$ cat config.mk
export PLATFORM = sky130hd
export DESIGN_NAME = weight_comp_sequencer
export DESIGN_NICKNAME = d
export VERILOG_FILES = /design/src/rtl/weight_comp_sequencer.sv
export SDC_FILE = /design/constraint.sdc
export NUM_CORES = 1
export LEC_CHECK = 0
export ABC_AREA = 1
export BUFFER_PORTS_ARGS = -buffer_cell sky130_fd_sc_hd__buf_2
export CORE_ASPECT_RATIO = 1.5
export CORE_UTILIZATION = 49
export CTS_BUF_LIST = sky130_fd_sc_hd__clkbuf_16
export DETAILED_ROUTE_END_ITERATION = 8
export PLACE_DENSITY = 0.76
export SLEW_MARGIN = 10
export SYNTH_ARGS = -nofsm -noshare
export SYNTH_HDL_FRONTEND = slang
export SYNTH_SLANG_ARGS = --single-unit
$ cat constraint.sdc
create_clock -name clk -period 1.98 [get_ports clk]
set_clock_uncertainty 0.2 [all_clocks]
set_input_delay 0.198 -clock clk [delete_from_list [all_inputs] [get_ports clk]]
set_output_delay 0.198 -clock clk [all_outputs]
set_load 0.05 [all_outputs]
$ cat src/rtl/weight_comp_sequencer.sv
// Feeds job vectors into a weight_comp_cell chain, waits for the chain to drain,
// and buffers valid chain results in a small FIFO for the consumer.
module weight_comp_sequencer #(
  parameter int DATA_WIDTH    = 32,
  parameter int CHAIN_LENGTH  = 2,
  parameter int VECTOR_LENGTH = 4,
  parameter int FIFO_DEPTH    = 4
) (
  input  logic                  clk,
  input  logic                  rst_n,
  input  logic                  start,
  input  logic                  in_valid,
  output logic                  in_ready,
  input  logic [DATA_WIDTH-1:0] in_index,
  input  logic [DATA_WIDTH-1:0] in_value,
  output logic [DATA_WIDTH-1:0] cell_input_index,
  output logic [DATA_WIDTH-1:0] cell_input_value,
  output logic [DATA_WIDTH:0]   cell_input_result,
  output logic                  cell_input_enable,
  input  logic [DATA_WIDTH:0]   cell_output_result,
  output logic                  out_valid,
  input  logic                  out_ready,
  output logic [DATA_WIDTH-1:0] out_result,
  output logic                  busy,
  output logic                  done,
  output logic                  overflow
);

  localparam int AW = (FIFO_DEPTH > 1) ? $clog2(FIFO_DEPTH) : 1;
  localparam int CW = $clog2(VECTOR_LENGTH + 1);
  localparam int FW = (CHAIN_LENGTH > 0) ? $clog2(CHAIN_LENGTH + 1) : 1;

  localparam logic [CW-1:0] ELEM_LAST  = CW'(VECTOR_LENGTH - 1);
  localparam logic [CW-1:0] ELEM_ONE   = CW'(1);
  localparam logic [FW-1:0] FLUSH_LAST = FW'(CHAIN_LENGTH);
  localparam logic [FW-1:0] FLUSH_ONE  = FW'(1);
  localparam logic [AW-1:0] PTR_ONE    = AW'(1);
  localparam logic [AW:0]   CNT_ONE    = (AW+1)'(1);
  localparam logic [AW:0]   CNT_FULL   = (AW+1)'(FIFO_DEPTH);

  typedef enum logic [1:0] {
    ST_IDLE  = 2'd0,
    ST_FEED  = 2'd1,
    ST_FLUSH = 2'd2
  } state_t;

  state_t                r_state;
  logic [CW-1:0]         r_elem_cnt;
  logic [FW-1:0]         r_flush_cnt;
  logic                  r_in_ready;
  logic                  r_enable;
  logic [DATA_WIDTH-1:0] r_index;
  logic [DATA_WIDTH-1:0] r_value;
  logic                  r_busy;
  logic                  r_done;

  logic [DATA_WIDTH-1:0] r_mem [FIFO_DEPTH];
  logic [AW-1:0]         r_wr_ptr;
  logic [AW-1:0]         r_rd_ptr;
  logic [AW:0]           r_count;
  logic                  r_overflow;

  logic w_push;
  logic w_pop;
  logic w_full;
  logic w_empty;
  logic w_accept;
  logic w_drop;

  assign w_push   = cell_output_result[DATA_WIDTH];
  assign w_empty  = (r_count == {(AW+1){1'b0}});
  assign w_full   = (r_count == CNT_FULL);
  assign w_pop    = ~w_empty & out_ready;
  // A full FIFO still accepts when the head leaves in the same cycle.
  assign w_accept = w_push & (~w_full | w_pop);
  assign w_drop   = w_push & w_full & ~w_pop;

  assign in_ready          = r_in_ready;
  assign cell_input_index  = r_index;
  assign cell_input_value  = r_value;
  assign cell_input_result = {(DATA_WIDTH+1){1'b0}};
  assign cell_input_enable = r_enable;
  assign busy              = r_busy;
  assign done              = r_done;
  assign overflow          = r_overflow;
  assign out_valid         = ~w_empty;
  assign out_result        = w_empty ? {DATA_WIDTH{1'b0}} : r_mem[r_rd_ptr];

  // Job sequencing: feed elements, then hold the chain idle while it drains.
  always_ff @(posedge clk or negedge rst_n) begin
    if (!rst_n) begin
      r_state     <= ST_IDLE;
      r_elem_cnt  <= {CW{1'b0}};
      r_flush_cnt <= {FW{1'b0}};
      r_in_ready  <= 1'b0;
      r_enable    <= 1'b0;
      r_index     <= {DATA_WIDTH{1'b0}};
      r_value     <= {DATA_WIDTH{1'b0}};
      r_busy      <= 1'b0;
      r_done      <= 1'b0;
    end else begin
      r_enable <= 1'b0;
      r_done   <= 1'b0;
      case (r_state)
        ST_IDLE: begin
          if (start && !r_done) begin
            r_state    <= ST_FEED;
            r_elem_cnt <= {CW{1'b0}};
            r_in_ready <= 1'b1;
            r_busy     <= 1'b1;
          end
        end
        ST_FEED: begin
          if (in_valid && r_in_ready) begin
            r_enable   <= 1'b1;
            r_index    <= in_index;
            r_value    <= in_value;
            r_elem_cnt <= r_elem_cnt + ELEM_ONE;
            if (r_elem_cnt == ELEM_LAST) begin
              r_state     <= ST_FLUSH;
              r_in_ready  <= 1'b0;
              r_flush_cnt <= {FW{1'b0}};
            end
          end
        end
        ST_FLUSH: begin
          if (r_flush_cnt == FLUSH_LAST) begin
            r_state <= ST_IDLE;
            r_busy  <= 1'b0;
            r_done  <= 1'b1;
          end else begin
            r_flush_cnt <= r_flush_cnt + FLUSH_ONE;
          end
        end
        default: begin
          r_state    <= ST_IDLE;
          r_in_ready <= 1'b0;
          r_busy     <= 1'b0;
        end
      endcase
    end
  end

  // Result FIFO: captures chain output in every state, sticky drop flag.
  always_ff @(posedge clk or negedge rst_n) begin
    if (!rst_n) begin
      for (int i = 0; i < FIFO_DEPTH; i++) begin
        r_mem[i] <= {DATA_WIDTH{1'b0}};
      end
      r_wr_ptr   <= {AW{1'b0}};
      r_rd_ptr   <= {AW{1'b0}};
      r_count    <= {(AW+1){1'b0}};
      r_overflow <= 1'b0;
    end else begin
      if (w_accept) begin
        r_mem[r_wr_ptr] <= cell_output_result[DATA_WIDTH-1:0];
        r_wr_ptr        <= r_wr_ptr + PTR_ONE;
      end
      if (w_pop) begin
        r_rd_ptr <= r_rd_ptr + PTR_ONE;
      end
      case ({w_accept, w_pop})
        2'b10:   r_count <= r_count + CNT_ONE;
        2'b01:   r_count <= r_count - CNT_ONE;
        default: r_count <= r_count;
      endcase
      if (w_drop) begin
        r_overflow <= 1'b1;
      end
    end
  end

endmodule

==> run metrics, run 1 <==
status=finished with violations; failing checks=negative hold slack, negative setup slack; top cell type's share of synthesized area=0.510; Worst-Skew Late Latency=520 ps; area of the multi-input gates=4710 um^2; largest net degree at the start of global routing=136; initial antenna violation count=2; Seq pwr share=0.269; Clock power frac=0.137; commonest non-fill, non-tap cell in the layout=nand2_1; Req. time, crit path=1580 ps; most frequent cells in the layout=nand2_1, dfrtp_1, buf_2; FP Rows=64; worst rel slew slack=0.581; Async S/R FF share, synth=1.00; Detailed Route Iter0 Violations=889; upper clock frequency limit=435 MHz; ys flop type=dfrtp_1; Yosys cell types=24; ratio of cells with drive above 1 in the final layout=0.265; largest area contributor in the netlist=dfrtp_1; Post-synth EDFFs=0; Die W=121 um; Syn Area/Cell=7.78 um^2; final net count=1738; post-place setup slack=-12.4 ps; Tot GR Track Use=0.300; vias per cell=5.41; CTS Sinks=211; core area=20600 um^2; die area=21700 um^2; DR WL/cell=17.2 um; vias post-DR=10300; Tightest Pin Transition=629 ps; DRT Wirelength=32.8 mm; GP Congestion=0.759; starting density of the core=0.503; final setup margin=-318 ps; CTS tree=built; RSZ-0062 raised after global routing=yes; Ys Warns=0; drt pass-1 iters=6; Slew Viols, Final=0; Area growth syn-to-layout=39.2%; Synth Cell Area=10300 um^2; switch share=0.503; Final period util=1.16; max cap viols=0; Setup CP Type=reg -> out; H-tree levels=1; global-route wire length before repair=51.8 mm; placed cell area=11600 um^2; Tmin final=2300 ps; Port-buffer cells=203; drc violations=0; Seq cells post-synth=211; switching pwr=13.8 mW; CTS max path bufs=3; crit-path max FO=8; design area=14400 um^2; maximum vdd drop=1.22 mV; Reg area=5280 um^2; Setup violations, final=33; share of the yosys chip area belonging to registers=0.510; CP arrival=1900 ps; grt ovf=0; Root Driver=clkbuf_16; Hold Vio Cnt, Final=2; static leakage=7.82 nW; crit path launch type=register; Final HPWL DP=17.2 mm; chip height=180 um; CTS buffer count=21; Antenna Nets Post-Route=0; combinational fraction of design power=0.594; Crit. End Element=output port; fillers=1448; hold crit path type=in -> async; CTS clk-pin slew, worst paths=70 ps; IO Count=237; PwrDens=1910 nW/um^2; worst hold slack=-4.50 ps; vias in the first global route=10500; internal power=13.7 mW; post-synthesis cell count=1330; largest cells by area after synthesis=dfrtp_1, nand2_1, nand4_1, inv_1, buf_4
## cell usage after synthesis (3+ instances only)
library cell  number
ha_1               8
o21ai_0            3
nand3_1           45
inv_1             81
nand4_1          129
buf_4             39
nand3_2            4
nor2_2             3
clkbuf_1          27
a21oi_1           32
nand2_1          670
buf_6             10
dfrtp_1          211
buf_2             48
buf_1              4
nor2_1             5
## sequential cells by signal (all words and copies together) (netlist names)
signal	cells
busy	1
cell_input_enable	1
cell_input_index	32
cell_input_value	32
done	1
in_ready	1
overflow	1
r_count	3
r_elem_cnt	3
r_flush_cnt	2
r_mem	128
r_rd_ptr	2
r_state	2
r_wr_ptr	2
## worst max-delay path, cell delays in order (launching register included)
cell and delay [ps]:
dfrtp_2 460, inv_8 90, buf_12 150, buf_16 160
nand2_4 90, nand3_4 70, a21oi_4 200, buf_6 180
## path summary, 6_finish.rpt
path                       depth (start not counted)              endpoint         start  slack (ps)
setup / recovery                                   7        out_result[17]   r_rd_ptr[0]        -320
hold / removal                                     2             r_mem[51]         rst_n          -4
setup reg to reg                                  10            r_count[2]    r_count[0]         -30
hold reg to reg                                    2             r_mem[83]     r_mem[83]         270
max in group asynchronous                          3            r_mem[113]         rst_n         940
min in group clk                                   4  cell_input_index[22]  in_index[22]         220
## kinds of logic after synthesis
| kind of cell | count (synthesis) | synth area share |
|---|---|---|
| simple gates | 859 | 0.353 |
| flops | 211 | 0.510 |
| buf+inv | 210 | 0.103 |
| compound gates | 36 | 0.0178 |
| fa+ha+maj | 9 | 0.0116 |
| xor+xnor | 4 | 0.00339 |
| other cells | 1 | 0.000363 |
## power by group through the flow
stage	logic, mW	clock network (mW)	registers [mW]
detailed placement	13.1	0	7.32
finish	16.3	3.76	7.39
floorplan	7.86	0	9.29
CTS	15.3	3.79	7.29
global placement	12.8	0	7.26
global route	17.4	3.98	7.59
## timing repair
action                                  in CTS  in global routing
buffers inserted                            10                  5
endpoints found under the setup margin      59                 34
endpoints found under the hold margin      419                  0
gates resized for setup                    123                 87
cloned                                       7                  4
hold buffers                               101                  0
pin swaps                                   12                 40
## stage by stage
stage	util	hold WS, ps	std cells	setup TNS, ps	total power [mW]
floorplan	-	-298	1362	-15.0	17.1
global placement	0.566	-17.9	1742	0	20.1
detailed placement	0.566	-14.3	1742	-37.3	20.4
CTS	0.679	20.1	1896	-6660	26.3
global route	0.700	41.7	1906	-9090	29.0
finish	0.700	-4.50	1906	-7640	27.5
## area by class of cell
cell class / instances / share of cell area
Multi-Input combinational cell: 941 / 0.327
Tap cell: 264 / 0.0229
Timing Repair Buffer: 370 / 0.218
Clock buffer: 21 / 0.0365
Inverter: 82 / 0.0222
Clock inverter: 15 / 0.00678
Sequential cell: 211 / 0.367
Antenna cell: 2 / 0.000348
## routing by layer
layer | vias to the layer above | GRT usage | share of wire
met5 | - | 0 | 0
met4 | 0 | 0.139 | 0.042
met3 | 102 | 0.0504 | 0.080
met2 | 557 | 0.529 | 0.51
met1 | 4902 | 0.351 | 0.36
li1 | 4741 | - | -
Power figures use the tool's default switching activity.
==> inputs of run 2 (changes only) <==
CORE_ASPECT_RATIO = 0.9   (was 1.5)
GPL_TIMING_DRIVEN = 0   (was default)
==> run 2 against run 1 <==
The run still ends with negative hold slack, negative setup slack left. Worst hold slack worse by 42 ps. Cell count up 5.5%. Design area up 0.32%. Routed wire length shrank 0.71%. Global-route usage is 0.42 points higher. Fmax grew 1.5%. Count of clock-buffer cells in the layout rose by 3. Sequential share of layout area shrank 0.13 points. Critical path type unchanged. Largest cell class unchanged.
==> run metrics, run 2 (same netlist as run 1, synthesis figures left out) <==
H-tree levels=1; max cap viols=0; Crit. End Element=output port; fin util=0.696; initial antenna violation count=0; RSZ-0062 raised after global routing=yes; Root Driver=clkbuf_16; vias in the first global route=10200; CTS max path bufs=3; most frequent cells in the layout=nand2_1, dfrtp_1, buf_2; Tot GR Track Use=0.304; Detailed Route Iter0 Violations=823; Setup violations, final=34; failing checks=negative hold slack, negative setup slack; chip height=140 um; CTS Sinks=211; final net count=1820; Port-buffer cells=202; starting density of the core=0.498; combinational fraction of design power=0.571; vias post-DR=10400; Area growth syn-to-layout=39.7%; drt pass-1 iters=6; most used cell, CP=buf_6; Hold Vio Cnt, Final=35; die area=21700 um^2; Post-Layout Cell Count=2011; final setup margin=-283 ps; PwrDens=1860 nW/um^2; Final period util=1.14; Worst-Skew Late Latency=520 ps; Clock power frac=0.154; hold crit path type=in -> async; Antenna Nets Post-Route=0; grt ovf=0; worst hold slack=-46.7 ps; CTS clk-pin slew, worst paths=60 ps; ratio of cells with drive above 1 in the final layout=0.255; setup TNS=-7170 ps; switch share=0.496; placed cell area=12000 um^2; max FFs per register=128; DRT Wirelength=32.6 mm; placed cell count=1852; Final HPWL DP=20.5 mm; Die W=155 um; Top delay family on crit path=buffers and inverters; Total Power=26.9 mW; crit-path max FO=10; global-route wire length before repair=52.4 mm; commonest non-fill, non-tap cell in the layout=nand2_1; internal power=13.5 mW; crit path launch type=register; design area=14400 um^2; switching pwr=13.3 mW; Tightest Pin Transition=589 ps; upper clock frequency limit=442 MHz; DR WL/cell=16.2 um; n_diodes=0; Seq pwr share=0.275; slowest CP cell=dfrtp_1; maximum vdd drop=1.15 mV; Tmin final=2260 ps; FP Rows=50; post-place setup slack=-183 ps; Req. time, crit path=1580 ps; max incr delay on CP=360 ps; Reg with most FFs=r_mem; GP Congestion=0.840; status=finished with violations; vias per cell=5.17; CTS buffer count=24; core area=20800 um^2; CP Buf/Inv Count=4; worst rel slew slack=0.608; largest net degree at the start of global routing=104; CTS tree=built; drc violations=0; CP arrival=1870 ps; static leakage=7.96 nW; Setup CP Type=reg -> out; fillers=1606; Slew Viols, Final=0; IO Count=237; critical path, cell by cell=buf_4 > inv_4 > buf_6 > nand3_1 > a21oi_2 > buf_6
run 2: cell count changes in the layout (fill, tap and decap cells not counted), moves of 10 or more:
cell / change
nand2_2: -15
nand3_2: -24
buf_4: +22
nand3_1: +27
buf_2: +31
buf_6: +10
nand2_1: +31
nand2_4: -16
clkbuf_1: +14
run 2: repair_timing:
action / 4_1_cts / 5_1_grt
hold endpoints to repair: 313 / 7
hold buffers: 102 / 1
gates cloned: 2 / 0
gates resized for setup: 130 / 41
setup buffers: 9 / 6
endpoints found under the setup margin: 38 / 115
pin swaps: 8 / 14
run 2: final timing paths:
path / startpoint / endpoint / slack, ps / cells after the start
min in group clk: in_value[26] / cell_input_value[26] / 210 / 4
max: r_rd_ptr[1] / out_result[0] / -280 / 6
max in group asynchronous: rst_n / cell_input_value[26] / 440 / 4
min: rst_n / r_mem[82] / -50 / 2
max reg2reg: r_count[0] / r_count[2] / -90 / 11
min reg2reg: cell_input_index[30] / cell_input_index[30] / 270 / 2
run 2: layout make-up:
type | count | area [um^2] | share of cell area
Timing Repair Buffer | 323 | 2480 | 0.172
Sequential cell | 211 | 5280 | 0.365
Tap cell | 286 | 358 | 0.0248
Inverter | 82 | 314 | 0.0217
Clock inverter | 18 | 118 | 0.00814
Clock buffer | 24 | 601 | 0.0416
Multi-Input combinational cell | 941 | 4360 | 0.302
Buffer | 126 | 930 | 0.0643
run 2: worst register-to-register path, stage by stage (launching register included):
cell and delay (ps):
dfrtp_1 410, nor2_4 160, buf_6 120, nand2_4 60, buf_12 140, nand2_8 60
ha_4 130, inv_2 40, fa_2 330, nand2_1 70, nand3b_1 80, xor2_1 150
run 2: routing by layer:
layer / routed length (um) / share of wire / track usage / up-vias
met5: 0 / 0 / 0 / -
met4: 1190 / 0.036 / 0.110 / 0
met3: 2560 / 0.079 / 0.0539 / 105
met2: 15900 / 0.49 / 0.516 / 495
met1: 12900 / 0.40 / 0.388 / 4899
li1: - / - / - / 4907
run 2: power by group through the flow:
stage	sequential, mW	combinational (mW)	clock [mW]
global route	7.57	16.4	4.35
floorplan	9.29	7.86	0
detailed placement	7.31	13.1	0
CTS	7.29	14.9	4.15
finish	7.39	15.3	4.13
global placement	7.26	12.9	0
==> inputs of run 3 (changes only) <==
CELL_PAD_IN_SITES_DETAIL_PLACEMENT = 1   (was default)
CELL_PAD_IN_SITES_GLOBAL_PLACEMENT = 1   (was default)
CORE_UTILIZATION = 36   (was 49)
PLACE_DENSITY = default   (was 0.76)
PLACE_DENSITY_LB_ADDON = 0.1   (was default)
==> run 3 against run 2 <==
Count of clock-buffer cells in the layout up 1. Core utilization down 16 points. The flow finishes with violations (negative setup slack). Design area up 4.6%. Clock power up 16%. Sequential share of layout area down 1.6 points. Flip-flop and latch count unchanged. Critical path depth up 1. Critical path type unchanged. Non-clock buffer count up 6. Via count down 0.98%. Fmax down 2.1%.
==> run metrics, run 3 (same netlist as run 1, synthesis figures left out) <==
Reg with most FFs=r_mem; die area=29400 um^2; Crit. Startpoint=r_rd_ptr[1]; IO Count=237; Worst-Skew Late Latency=530 ps; Reg area=5280 um^2; initial antenna violation count=0; drc violations=0; H-tree levels=1; Req. time, crit path=1580 ps; vias in the first global route=11300; n_diodes=0; Area growth syn-to-layout=46.0%; worst rel slew slack=0.584; Crit. End Element=output port; critical path, cell by cell=buf_6 > clkinvlp_4 > buf_12 > buf_8 > nand3_1 > a21oi_2 > buf_6; ratio of cells with drive above 1 in the final layout=0.284; Final period util=1.17; Root Driver=clkbuf_16; global-route wire length before repair=60.8 mm; hold crit path type=in -> async; largest net degree at the start of global routing=80; RSZ-0062 raised after global routing=yes; final net count=1827; Antenna Nets Post-Route=0; area of the multi-input gates=4590 um^2; CTS max path bufs=3; drt pass-1 iters=4; FP Rows=58; grt ovf=0; static leakage=8.18 nW; Slew Viols, Final=0; Port-buffer cells=202; Tot GR Track Use=0.261; PwrDens=1910 nW/um^2; crit-path max FO=5; failing checks=negative setup slack; setup TNS=-9280 ps; upper clock frequency limit=433 MHz; DR WL/cell=18.2 um; max incr delay on CP=370 ps; commonest non-fill, non-tap cell in the layout=nand2_1; CP Buf/Inv Count=5; status=finished with violations; CTS Sinks=211; crit path launch type=register; fillers=3331; Final HPWL DP=24.0 mm; CTS buffer count=25; core area=28100 um^2; Top delay family on crit path=buffers and inverters; GP Congestion=0.764; max FFs per register=128; Tmin final=2310 ps; maximum vdd drop=1.25 mV; vias per cell=4.92; CTS clk-pin slew, worst paths=60 ps; final setup margin=-332 ps; most frequent cells in the layout=nand2_1, dfrtp_1, buf_2; fin util=0.538; chip height=163 um; CTS tree=built; vias post-DR=10300; Setup violations, final=33; Tightest Pin Transition=624 ps; Setup CP Type=reg -> out; max cap viols=0; r2r startpoint=r_count[0]; Hold Vio Cnt, Final=0; Detailed Route Iter0 Violations=500; most used cell, CP=buf_6; DRT Wirelength=38.1 mm; slowest CP cell=dfrtp_1; CP arrival=1910 ps; Die W=181 um; starting density of the core=0.368
[run 3: changes by cell type in the layout (fill, tap and decap cells not counted), moves of 3 or more]
cell       change
nand2_1       -19
nand2_2       +16
nand3_1       -15
buf_2         -10
clkbuf_4      +10
nand3_2       +10
a21oi_2        -5
a21oi_4        +5
inv_1          -5
nand3_4        +5
buf_8          +4
clkbuf_1       -4
clkbuf_16      +4
bufinv_16      +3
[run 3: path summary, 6_finish.rpt]
kind,to,slack (ps),depth (start not counted)
setup / recovery,out_result[21],-330,7
hold reg to reg,overflow,270,1
setup reg to reg,r_count[2],-60,10
min in group clk,cell_input_value[18],190,4
max in group asynchronous,r_mem[1],430,4
hold / removal,r_count[2],2,2
[run 3: worst register-to-register path, cell delays in order, from the launching register on]
cell	delay (ps)
dfrtp_1	400
nor2_4	150
buf_6	140
nand2_8	80
nand2_8	90
ha_4	150
inv_4	30
fa_2	360
nand2_1	70
nand3b_1	90
xor2_1	160
[run 3: per-layer routing]
metal / share of wire / vias to the layer above / routed length [um] / GRT usage
met4: 0.024 / 0 / 900 / 0.0726
li1: - / 4931 / - / -
met5: 0 / - / 0 / 0
met2: 0.49 / 245 / 18700 / 0.459
met1: 0.44 / 5066 / 16600 / 0.324
met3: 0.050 / 62 / 1910 / 0.0510
[run 3: per-stage QoR]
step                      cells  total power, mW  worst slack, ps  hold slack, ps  area (um^2)
after floorplan            1362             17.1            -15.0            -298        10600
after global placement     1924             20.5            -3550             197        12100
after detailed placement   1926             20.8             -241           -9.75        12100
after CTS                  2089             27.7             -334            11.4        14700
after global routing       2095             30.5             -389            36.7        15100
final                      2095             28.8             -332            1.52        15100
[run 3: final cells by class]
cell class / instances / area share
clock inverter: 21 / 0.0142
sequential: 211 / 0.350
timing repair buffer: 330 / 0.175
clock buffer: 25 / 0.0414
multi-input combinational: 941 / 0.304
tap: 360 / 0.0298
buffer: 125 / 0.0647
inverter: 82 / 0.0212
[run 3: what timing repair did]
item                                    4_1_cts  5_1_grt
hold buffers                                101        0
setup buffers                                13        6
cloned                                        3        4
endpoints found under the setup margin       63      127
resized for setup                           143      115
endpoints found under the hold margin       337        0
pin swaps                                    29       48
[run 3: where the power goes]
group / total, mW / switching (mW) / internal [mW]
Clock: 4.80 / 1.97 / 2.83
Sequential: 7.40 / 1.16 / 6.25
Combinational: 16.6 / 11.0 / 5.56
